[src/rtl/nop_inserting_loader.sv]
// Program loader that writes an instruction stream into pipeline memory and pads RAW hazards with
// NOP words. Define NOP_INSERT_STATS_EN to add the nop_count/instr_count outputs.
module nop_inserting_loader #(
  parameter int unsigned ADDR_W   = 10,
  parameter int unsigned MIN_GAP  = 2,
  parameter logic [31:0] NOP_WORD = 32'h0C00_0000
) (
  input  logic              clk1,
  input  logic              rst_n,
  input  logic              start,
  input  logic              in_valid,
  output logic              in_ready,
  input  logic [31:0]       in_instr,
  output logic              mem_we,
  output logic [ADDR_W-1:0] mem_addr,
  output logic [31:0]       mem_wdata,
  output logic              busy,
  output logic              done,
`ifdef NOP_INSERT_STATS_EN
  output logic [ADDR_W-1:0] nop_count,
  output logic [ADDR_W-1:0] instr_count,
`endif
  output logic              overflow
);

  localparam logic [1:0] StIdle = 2'd0;
  localparam logic [1:0] StLoad = 2'd1;
  localparam logic [1:0] StDone = 2'd2;
  localparam logic [1:0] StErr  = 2'd3;

  localparam logic [ADDR_W-1:0] LastAddr = {ADDR_W{1'b1}};
  localparam logic [5:0]        OpHlt    = 6'b111111;

  logic [1:0]              r_state, w_state_d;
  logic [ADDR_W-1:0]       r_ptr, w_ptr_d;
  logic [MIN_GAP-1:0]      r_hist_v, w_hist_v_d;
  logic [MIN_GAP-1:0][4:0] r_hist_r, w_hist_r_d;
  logic                    r_mem_we, w_mem_we_d;
  logic [ADDR_W-1:0]       r_mem_addr, w_mem_addr_d;
  logic [31:0]             r_mem_wdata, w_mem_wdata_d;

  logic [5:0] w_op;
  logic [4:0] w_rs, w_rt, w_rd, w_dst;
  logic       w_rs_v, w_rt_v, w_dst_v;
  logic       w_hazard, w_load, w_acc, w_nop, w_wr, w_is_hlt;

  assign w_op     = in_instr[31:26];
  assign w_rs     = in_instr[25:21];
  assign w_rt     = in_instr[20:16];
  assign w_rd     = in_instr[15:11];
  assign w_is_hlt = (w_op == OpHlt);

  // Source/destination decode of the word presented on in_instr.
  always_comb begin
    w_rs_v = 1'b0;
    w_rt_v = 1'b0;
    w_dst  = 5'd0;
    unique case (w_op)
      6'b000000, 6'b000001, 6'b000010, 6'b000011, 6'b000100, 6'b000101: begin
        w_rs_v = 1'b1;
        w_rt_v = 1'b1;
        w_dst  = w_rd;
      end
      6'b001000, 6'b001010, 6'b001011, 6'b001100: begin
        w_rs_v = 1'b1;
        w_dst  = w_rt;
      end
      6'b001001: begin
        w_rs_v = 1'b1;
        w_rt_v = 1'b1;
      end
      6'b001101, 6'b001110: begin
        w_rs_v = 1'b1;
      end
      default: ;
    endcase
    w_dst_v = (w_dst != 5'd0);
  end

  always_comb begin
    w_hazard = 1'b0;
    for (int i = 0; i < MIN_GAP; i++) begin
      if (r_hist_v[i]) begin
        if (w_rs_v && (w_rs != 5'd0) && (w_rs == r_hist_r[i])) w_hazard = 1'b1;
        if (w_rt_v && (w_rt != 5'd0) && (w_rt == r_hist_r[i])) w_hazard = 1'b1;
      end
    end
  end

  // A start in LOAD wins over the handshake: nothing is accepted or written that cycle.
  assign w_load   = (r_state == StLoad) && !start;
  assign w_acc    = w_load && in_valid && !w_hazard;
  assign w_nop    = w_load && in_valid && w_hazard;
  assign w_wr     = w_acc || w_nop;
  assign in_ready = w_acc;

  always_comb begin
    w_state_d     = r_state;
    w_ptr_d       = r_ptr;
    w_hist_v_d    = r_hist_v;
    w_hist_r_d    = r_hist_r;
    w_mem_we_d    = 1'b0;
    w_mem_addr_d  = r_mem_addr;
    w_mem_wdata_d = r_mem_wdata;
    if (start) begin
      w_state_d  = StLoad;
      w_ptr_d    = '0;
      w_hist_v_d = '0;
      w_hist_r_d = '0;
    end else if (w_wr) begin
      w_mem_we_d    = 1'b1;
      w_mem_addr_d  = r_ptr;
      w_mem_wdata_d = w_acc ? in_instr : NOP_WORD;
      w_ptr_d       = r_ptr + ADDR_W'(1);
      for (int i = MIN_GAP - 1; i > 0; i--) begin
        w_hist_v_d[i] = r_hist_v[i-1];
        w_hist_r_d[i] = r_hist_r[i-1];
      end
      w_hist_v_d[0] = w_acc && w_dst_v;
      w_hist_r_d[0] = w_acc ? w_dst : 5'd0;
      // HLT is checked first so a HLT landing in the last slot still completes cleanly.
      if (w_acc && w_is_hlt) begin
        w_state_d = StDone;
      end else if (r_ptr == LastAddr) begin
        w_state_d = StErr;
      end
    end
  end

  always_ff @(posedge clk1 or negedge rst_n) begin
    if (!rst_n) begin
      r_state     <= StIdle;
      r_ptr       <= '0;
      r_hist_v    <= '0;
      r_hist_r    <= '0;
      r_mem_we    <= 1'b0;
      r_mem_addr  <= '0;
      r_mem_wdata <= '0;
    end else begin
      r_state     <= w_state_d;
      r_ptr       <= w_ptr_d;
      r_hist_v    <= w_hist_v_d;
      r_hist_r    <= w_hist_r_d;
      r_mem_we    <= w_mem_we_d;
      r_mem_addr  <= w_mem_addr_d;
      r_mem_wdata <= w_mem_wdata_d;
    end
  end

  assign mem_we    = r_mem_we;
  assign mem_addr  = r_mem_addr;
  assign mem_wdata = r_mem_wdata;
  assign busy      = (r_state == StLoad);
  assign done      = (r_state == StDone);
  assign overflow  = (r_state == StErr);

`ifdef NOP_INSERT_STATS_EN
  logic [ADDR_W-1:0] r_nop_cnt, r_instr_cnt;

  always_ff @(posedge clk1 or negedge rst_n) begin
    if (!rst_n) begin
      r_nop_cnt   <= '0;
      r_instr_cnt <= '0;
    end else if (start) begin
      r_nop_cnt   <= '0;
      r_instr_cnt <= '0;
    end else begin
      if (w_nop) r_nop_cnt <= r_nop_cnt + ADDR_W'(1);
      if (w_acc) r_instr_cnt <= r_instr_cnt + ADDR_W'(1);
    end
  end

  assign nop_count   = r_nop_cnt;
  assign instr_count = r_instr_cnt;
`endif

endmodule

[config.mk]
export PLATFORM = sky130hd
export DESIGN_NAME = nop_inserting_loader
export DESIGN_NICKNAME = d
export VERILOG_FILES = /design/src/rtl/nop_inserting_loader.sv
export SDC_FILE = /design/constraint.sdc
export NUM_CORES = 1
export LEC_CHECK = 0
export CORE_MARGIN = 8
export CORE_UTILIZATION = 40
export DETAILED_ROUTE_END_ITERATION = 12
export PLACE_DENSITY_LB_ADDON = 0.1
export SKIP_CTS_REPAIR_TIMING = 1
export SYNTH_ARGS = -nofsm -noshare
export SYNTH_HDL_FRONTEND = slang
export SYNTH_SLANG_ARGS = --single-unit
[constraint.sdc]
create_clock -name clk1 -period 3.2 [get_ports clk1]
set_input_delay 0.96 -clock clk1 [delete_from_list [all_inputs] [get_ports clk1]]
set_output_delay 0.96 -clock clk1 [all_outputs]
set_load 0.005 [all_outputs]
-- Word level (Yosys, flattened, before mapping)
Index checks and enable logic that the tools add are counted.
- bits in registers: 67
- output and inout port bits: 47
- word-level logic and storage cells: 81
- input bits: 36
- bitwise operators: 1
- mux-type cells: 23
- $add $sub $neg: 1
- equal/unequal tests: 21
- reductions and logical operators: 27
- operators by type and width (kind ; count):
    6-bit by 4-bit == test with 1-bit output, second input constant ; 7
    10-bit two-way mux ; 4
    32-bit two-way mux ; 1
    5-bit == test ; 4
    5-bit nonzero test ; 3
    13-bit OR reduction ; 1
    6-bit by 2-bit == test with 1-bit output, second input constant ; 2
    6-bit by 3-bit == test with 1-bit output, second input constant ; 2
    1-bit logical AND ; 12
    2-bit two-way mux ; 6
    10-bit by 1-bit adder with 10-bit output, second input constant ; 1
    10-bit == test, second input constant ; 1
    1-bit two-way mux ; 10
    5-bit case mux with 2 select lines ; 1
    7-bit OR reduction ; 1
    6-bit by 1-bit == test with 1-bit output, second input constant ; 1
    6-bit == test, second input constant ; 1
    6-bit zero test ; 1
    6-bit OR reduction ; 1
    5-bit two-way mux ; 1
    2-bit == test, second input constant ; 2
    2-bit AND reduction ; 2
    4-bit OR reduction ; 1
    3-bit nonzero test ; 1
    other kinds (5) ; 6

-- Depth between registers and ports, before layout
- word-level depth: 17
- mapped depth: 8
- gate-level depth less buffers: 7

-- Least setup slack after synthesis
OpenSTA, ideal clock, no wires.
- path type: in2out
- start: input in_instr[22]
- end: output in_ready
- setup slack: 159 ps
- data arrival time: 2081 ps
- data required time: 2240 ps
- buffers on the path: 1
- stages: 5
- cell sequence: or4_1 -> o211ai_2 -> o22ai_4 -> buf_6 -> nor2_1
- word-level cells in the longest chain between the ends: 11
- elaborated cells on any way between the ends: 14
- classes of those cells: 2 x eq/ne; 6 x mux; 6 x reduce/logical
- RTL lines (what ; line ; source):
    start: declaration ; 13 ; input logic [31:0] in_instr,
    5-bit nonzero test ; 84 ; if (w_rs_v && (w_rs != 5'd0) && (w_rs == r_hist_r[i])) w_hazard = 1'b1;
    1-bit logical AND (2 in series) ; 84 ;
    1-bit two-way mux ; 84 ;
    1-bit two-way mux ; 85 ; if (w_rt_v && (w_rt != 5'd0) && (w_rt == r_hist_r[i])) w_hazard = 1'b1;
    1-bit two-way mux ; 83 ; if (r_hist_v[i]) begin
    1-bit two-way mux ; 84 ;
    1-bit two-way mux ; 85 ;
    1-bit two-way mux * ; 83 ;
    1-bit zero test * ; 92 ; assign w_acc = w_load && in_valid && !w_hazard;
    1-bit logical AND * ; 92 ;
    end: declaration ; 12 ; output logic in_ready,
Every way passes the cells marked *; elsewhere a longest branch is shown, timed or not.

-- Worst setup path in the final report
- start: input in_instr[23]
- end: output in_ready
Same word-level chain as after synthesis.

==> load_flow_metrics.sql <==
INSERT INTO impl_metrics (metric_group, metric, value, unit) VALUES
('global_routing', 'top_usage_layer', 'met1', ''),
('detailed_routing', 'via_per_inst', '4.98', ''),
('floorplan', 'initial_utilization', '0.409', ''),
('cells_and_area', 'layout_overhead_on_the_synthesized_area', '42.9', '%'),
('critical_path', 'worst_setup_path_startpoint', 'in_instr[23]', ''),
('cts', 'worst_skew_pair.late_latency', '340', 'ps'),
('power_and_ir_drop', 'max-vdd-ir-drop', '237', 'µV'),
('detailed_routing', 'detail_route.drc_violations', '0', ''),
('global_routing', 'grt_usage', '0.162', ''),
('cells_and_area', 'final_cell_mix', '114 x nand2_1, 67 x dfrtp_1, 66 x clkdlybuf4s50_1', ''),
('detailed_routing', 'wl_per_cell', '15.8', 'µm'),
('worst_hold_path', 'min_path_type', 'register to register', ''),
('outcome', 'status', 'complete, no violations', ''),
('timing', 'slew_headroom', '0.597', ''),
('cells_and_area', 'final_common_cell', 'nand2_1', ''),
('cts', 'cts_tree', 'yes', ''),
('synthesis', 'post_synth.cell_area_avg', '9.10', 'µm²'),
('timing', 'worst-slew-pin-transition', '604', 'ps'),
('floorplan', 'core_area', '7650', 'µm²'),
('timing', 'setup_viol', '0', ''),
('job', 'max_cap_violations', '0', ''),
('global_routing', 'maximum_number_of_pins_on_one_net_before_global_route_repair', '53', ''),
('power_and_ir_drop', 'total_power', '2.17', 'mW'),
('global_routing', 'grt_use_met3', '0.0359', ''),
('floorplan', 'floorplan.die.width', '104', 'µm'),
('synthesis', 'synth.yosys.seq_area_share', '0.536', ''),
('timing', 'skew', '12.1', 'ps'),
('global_routing', 'wire_length_of_the_first_global_routing_pass', '14500', 'µm'),
('critical_path', 'crit_end_element', 'output pin', ''),
('cts', 'ctsRootBufferMaster', 'clkbuf_8', ''),
('placed_design', 'dp_hpwl', '6210', 'µm'),
('synthesis', 'ys_async_sr_fraction', '1.00', ''),
('critical_path', 'cp_max_fo', '3', ''),
('synthesis', 'syn_nets', '381', ''),
('critical_path', 'r2r_setup_slack', '870', 'ps'),
('global_routing', 'grt_pass1_vias', '2741', ''),
('global_routing', 'global_route_total_overflow', '0', ''),
('power_and_ir_drop', 'leakage', '2.05', 'nW'),
('timing', 'final_hold_viol_count', '0', ''),
('synthesis', 'yosysUniqueCellTypes', '38', ''),
('synthesis', 'dominantRegCellSynth', 'dfrtp_1', ''),
('synthesis', 'yosysWarnings', '0', ''),
('cts', 'cts_max_level', '3', ''),
('synthesis', 'netlist.area_leader.share', '0.536', ''),
('worst_hold_path', 'hp-start', 'mem_addr[6]$_DFFE_PN0P_', ''),
('power_and_ir_drop', 'power_per_cell_area', '486', 'nW/µm²'),
('floorplan', 'fp.dieH', '104', 'µm'),
('detailed_routing', 'routed-via-count', '2742', ''),
('timing', 'timing.final.crit_period', '3190', 'ps'),
('detailed_routing', 'antenna_left', '0', ''),
('floorplan', 'io-pin-count', '83', ''),
('critical_path', 'critical_path_required', '2240', 'ps'),
('synthesis', 'synthesis.instances', '344', ''),
('cells_and_area', 'final_layout_size_suffix_gt1_frac', '0.131', ''),
('floorplan', 'rows', '32', ''),
('cells_and_area', 'num_antenna_cells', '0', ''),
('floorplan', 'design.die.area', '10900', 'µm²'),
('cts', 'cts_sink_count', '67', ''),
('detailed_routing', 'wirelength', '8710', 'µm'),
('critical_path', 'arrival', '2230', 'ps'),
('placed_design', 'gp_routability_congestion', '0.836', ''),
('placed_design', 'port_buffers', '82', ''),
('synthesis', 'ys_top_cells_by_area', 'dfrtp_1 54%, nand2_1 14%, xor2_1 5.3%, o21ai_0 4.3%, xnor2_1 2.0%', ''),
('timing', 'post_route_setup_tns', '0', 'ps'),
('global_routing', 'antenna_found_initial', '0', ''),
('cts', 'cts.reportedPaths.clkPinSlew', '80', 'ps'),
('critical_path', 'critPathLaunchType', 'primary input', ''),
('detailed_routing', 'dr.pass1.iters', '5', ''),
('global_routing', 'groute.layer.met2.usage', '0.224', ''),
('timing', 'max_freq', '0.313', 'GHz'),
('synthesis', 'synth_area_leader_cell', 'dfrtp_1', ''),
('timing', 'timing.final.crit_share', '0.998', ''),
('timing', 'rsz0062_at_grt', 'yes', ''),
('cells_and_area', 'fin_nets', '481', ''),
('detailed_routing', 'initialDrtViolationCount', '173', ''),
('global_routing', 'met1_usage', '0.235', ''),
('synthesis', 'number_of_enable_flip_flop_cells_after_synthesis', '0', ''),
('cts', 'cts_max_path_buffers', '2', ''),
('critical_path', 'critical_path_class', 'primary input to output pin', ''),
('synthesis', 'ys_ff_latch', '67', ''),
('cts', 'cts-buffers-inserted', '9', ''),
('timing', 'timing_max_transition_violations_final', '0', ''),
('synthesis', 'netlist_area', '3130', 'µm²'),
('critical_path', 'reg2reg_from', 'r_state[0]$_DFFE_PN0P_', '');
[layout make-up]
cell class,instances,area [µm²]
inverter,6,22.5
sequential,67,1680
tap,102,128
fill,702,3180
multi-input combinational,254,1390
clock inverter,6,113
clock buffer,10,138
timing repair buffer,106,1010
[synth_stat cells, drive strengths merged (5+ instances only)]
library cell	instances
a21oi	12
a22oi	6
buf	5
clkbuf	12
dfrtp	67
inv	6
nand2	114
nor2	16
o21ai	33
o31ai	7
xnor2	7
xor2	19
[cells by family after synthesis]
logic type      count (synthesis)  synth area share
simple gates                  160             0.215
compound gates                 67             0.138
flops                          67             0.536
xor+xnor                       26            0.0728
buf+inv                        23            0.0352
fa+ha+maj                       1           0.00400
[routing by layer]
layer / routed length, µm / vias to the layer above
met5: 0 / -
met4: 120 / 0
met3: 528 / 11
met2: 3710 / 96
met1: 4360 / 1289
li1: - / 1346
[power by group]
| group | internal (mW) | switching (mW) | total (mW) |
|---|---|---|---|
| logic | 0.198 | 0.155 | 0.352 |
| registers | 0.911 | 0.0377 | 0.948 |
| clock network | 0.540 | 0.329 | 0.870 |
[stage by stage]
| step | instances | utilization | hold WS (ps) | setup slack (ps) | instance area (µm²) |
|---|---|---|---|---|---|
| 6_report | 551 | 0.585 | 474 | 7.85 | 4470 |
| 5_1_grt | 551 | 0.585 | 496 | -57.7 | 4470 |
| 4_1_cts | 549 | 0.576 | 481 | -721 | 4400 |
| 3_5_place_dp | 533 | 0.543 | 463 | -721 | 4150 |
| 3_3_place_gp | 533 | 0.543 | 457 | -716 | 4150 |
| 2_1_floorplan | 344 | - | 469 | 159 | 3130 |
[sequential cells by signal (all words and copies together) (netlist names)]
| signal | flops |
|---|---|
| r_hist_r | 10 |
| r_state | 2 |
| mem_we | 1 |
| r_ptr | 10 |
| mem_wdata | 32 |
| mem_addr | 10 |
| r_hist_v | 2 |
[critical path: stages]
cell and delay [ps]:
clkbuf_2 100, buf_6 120, xor2_1 160, nor4_2 360
a32oi_2 190, o22ai_4 160, nor2_2 60, buf_2 140
[worst paths after layout]
check	endpoint	depth (start not counted)
min in group asynchronous	mem_addr[5]$_DFFE_PN0P_	1
hold reg to reg	mem_addr[6]$_DFFE_PN0P_	2
setup / recovery	in_ready	8
setup reg to reg	mem_wdata[27]$_DFFE_PN0P_	7
hold / removal	mem_addr[6]$_DFFE_PN0P_	2
max in group asynchronous	mem_wdata[22]$_DFFE_PN0P_	2
No activity file was read; power rests on OpenSTA's default activity.
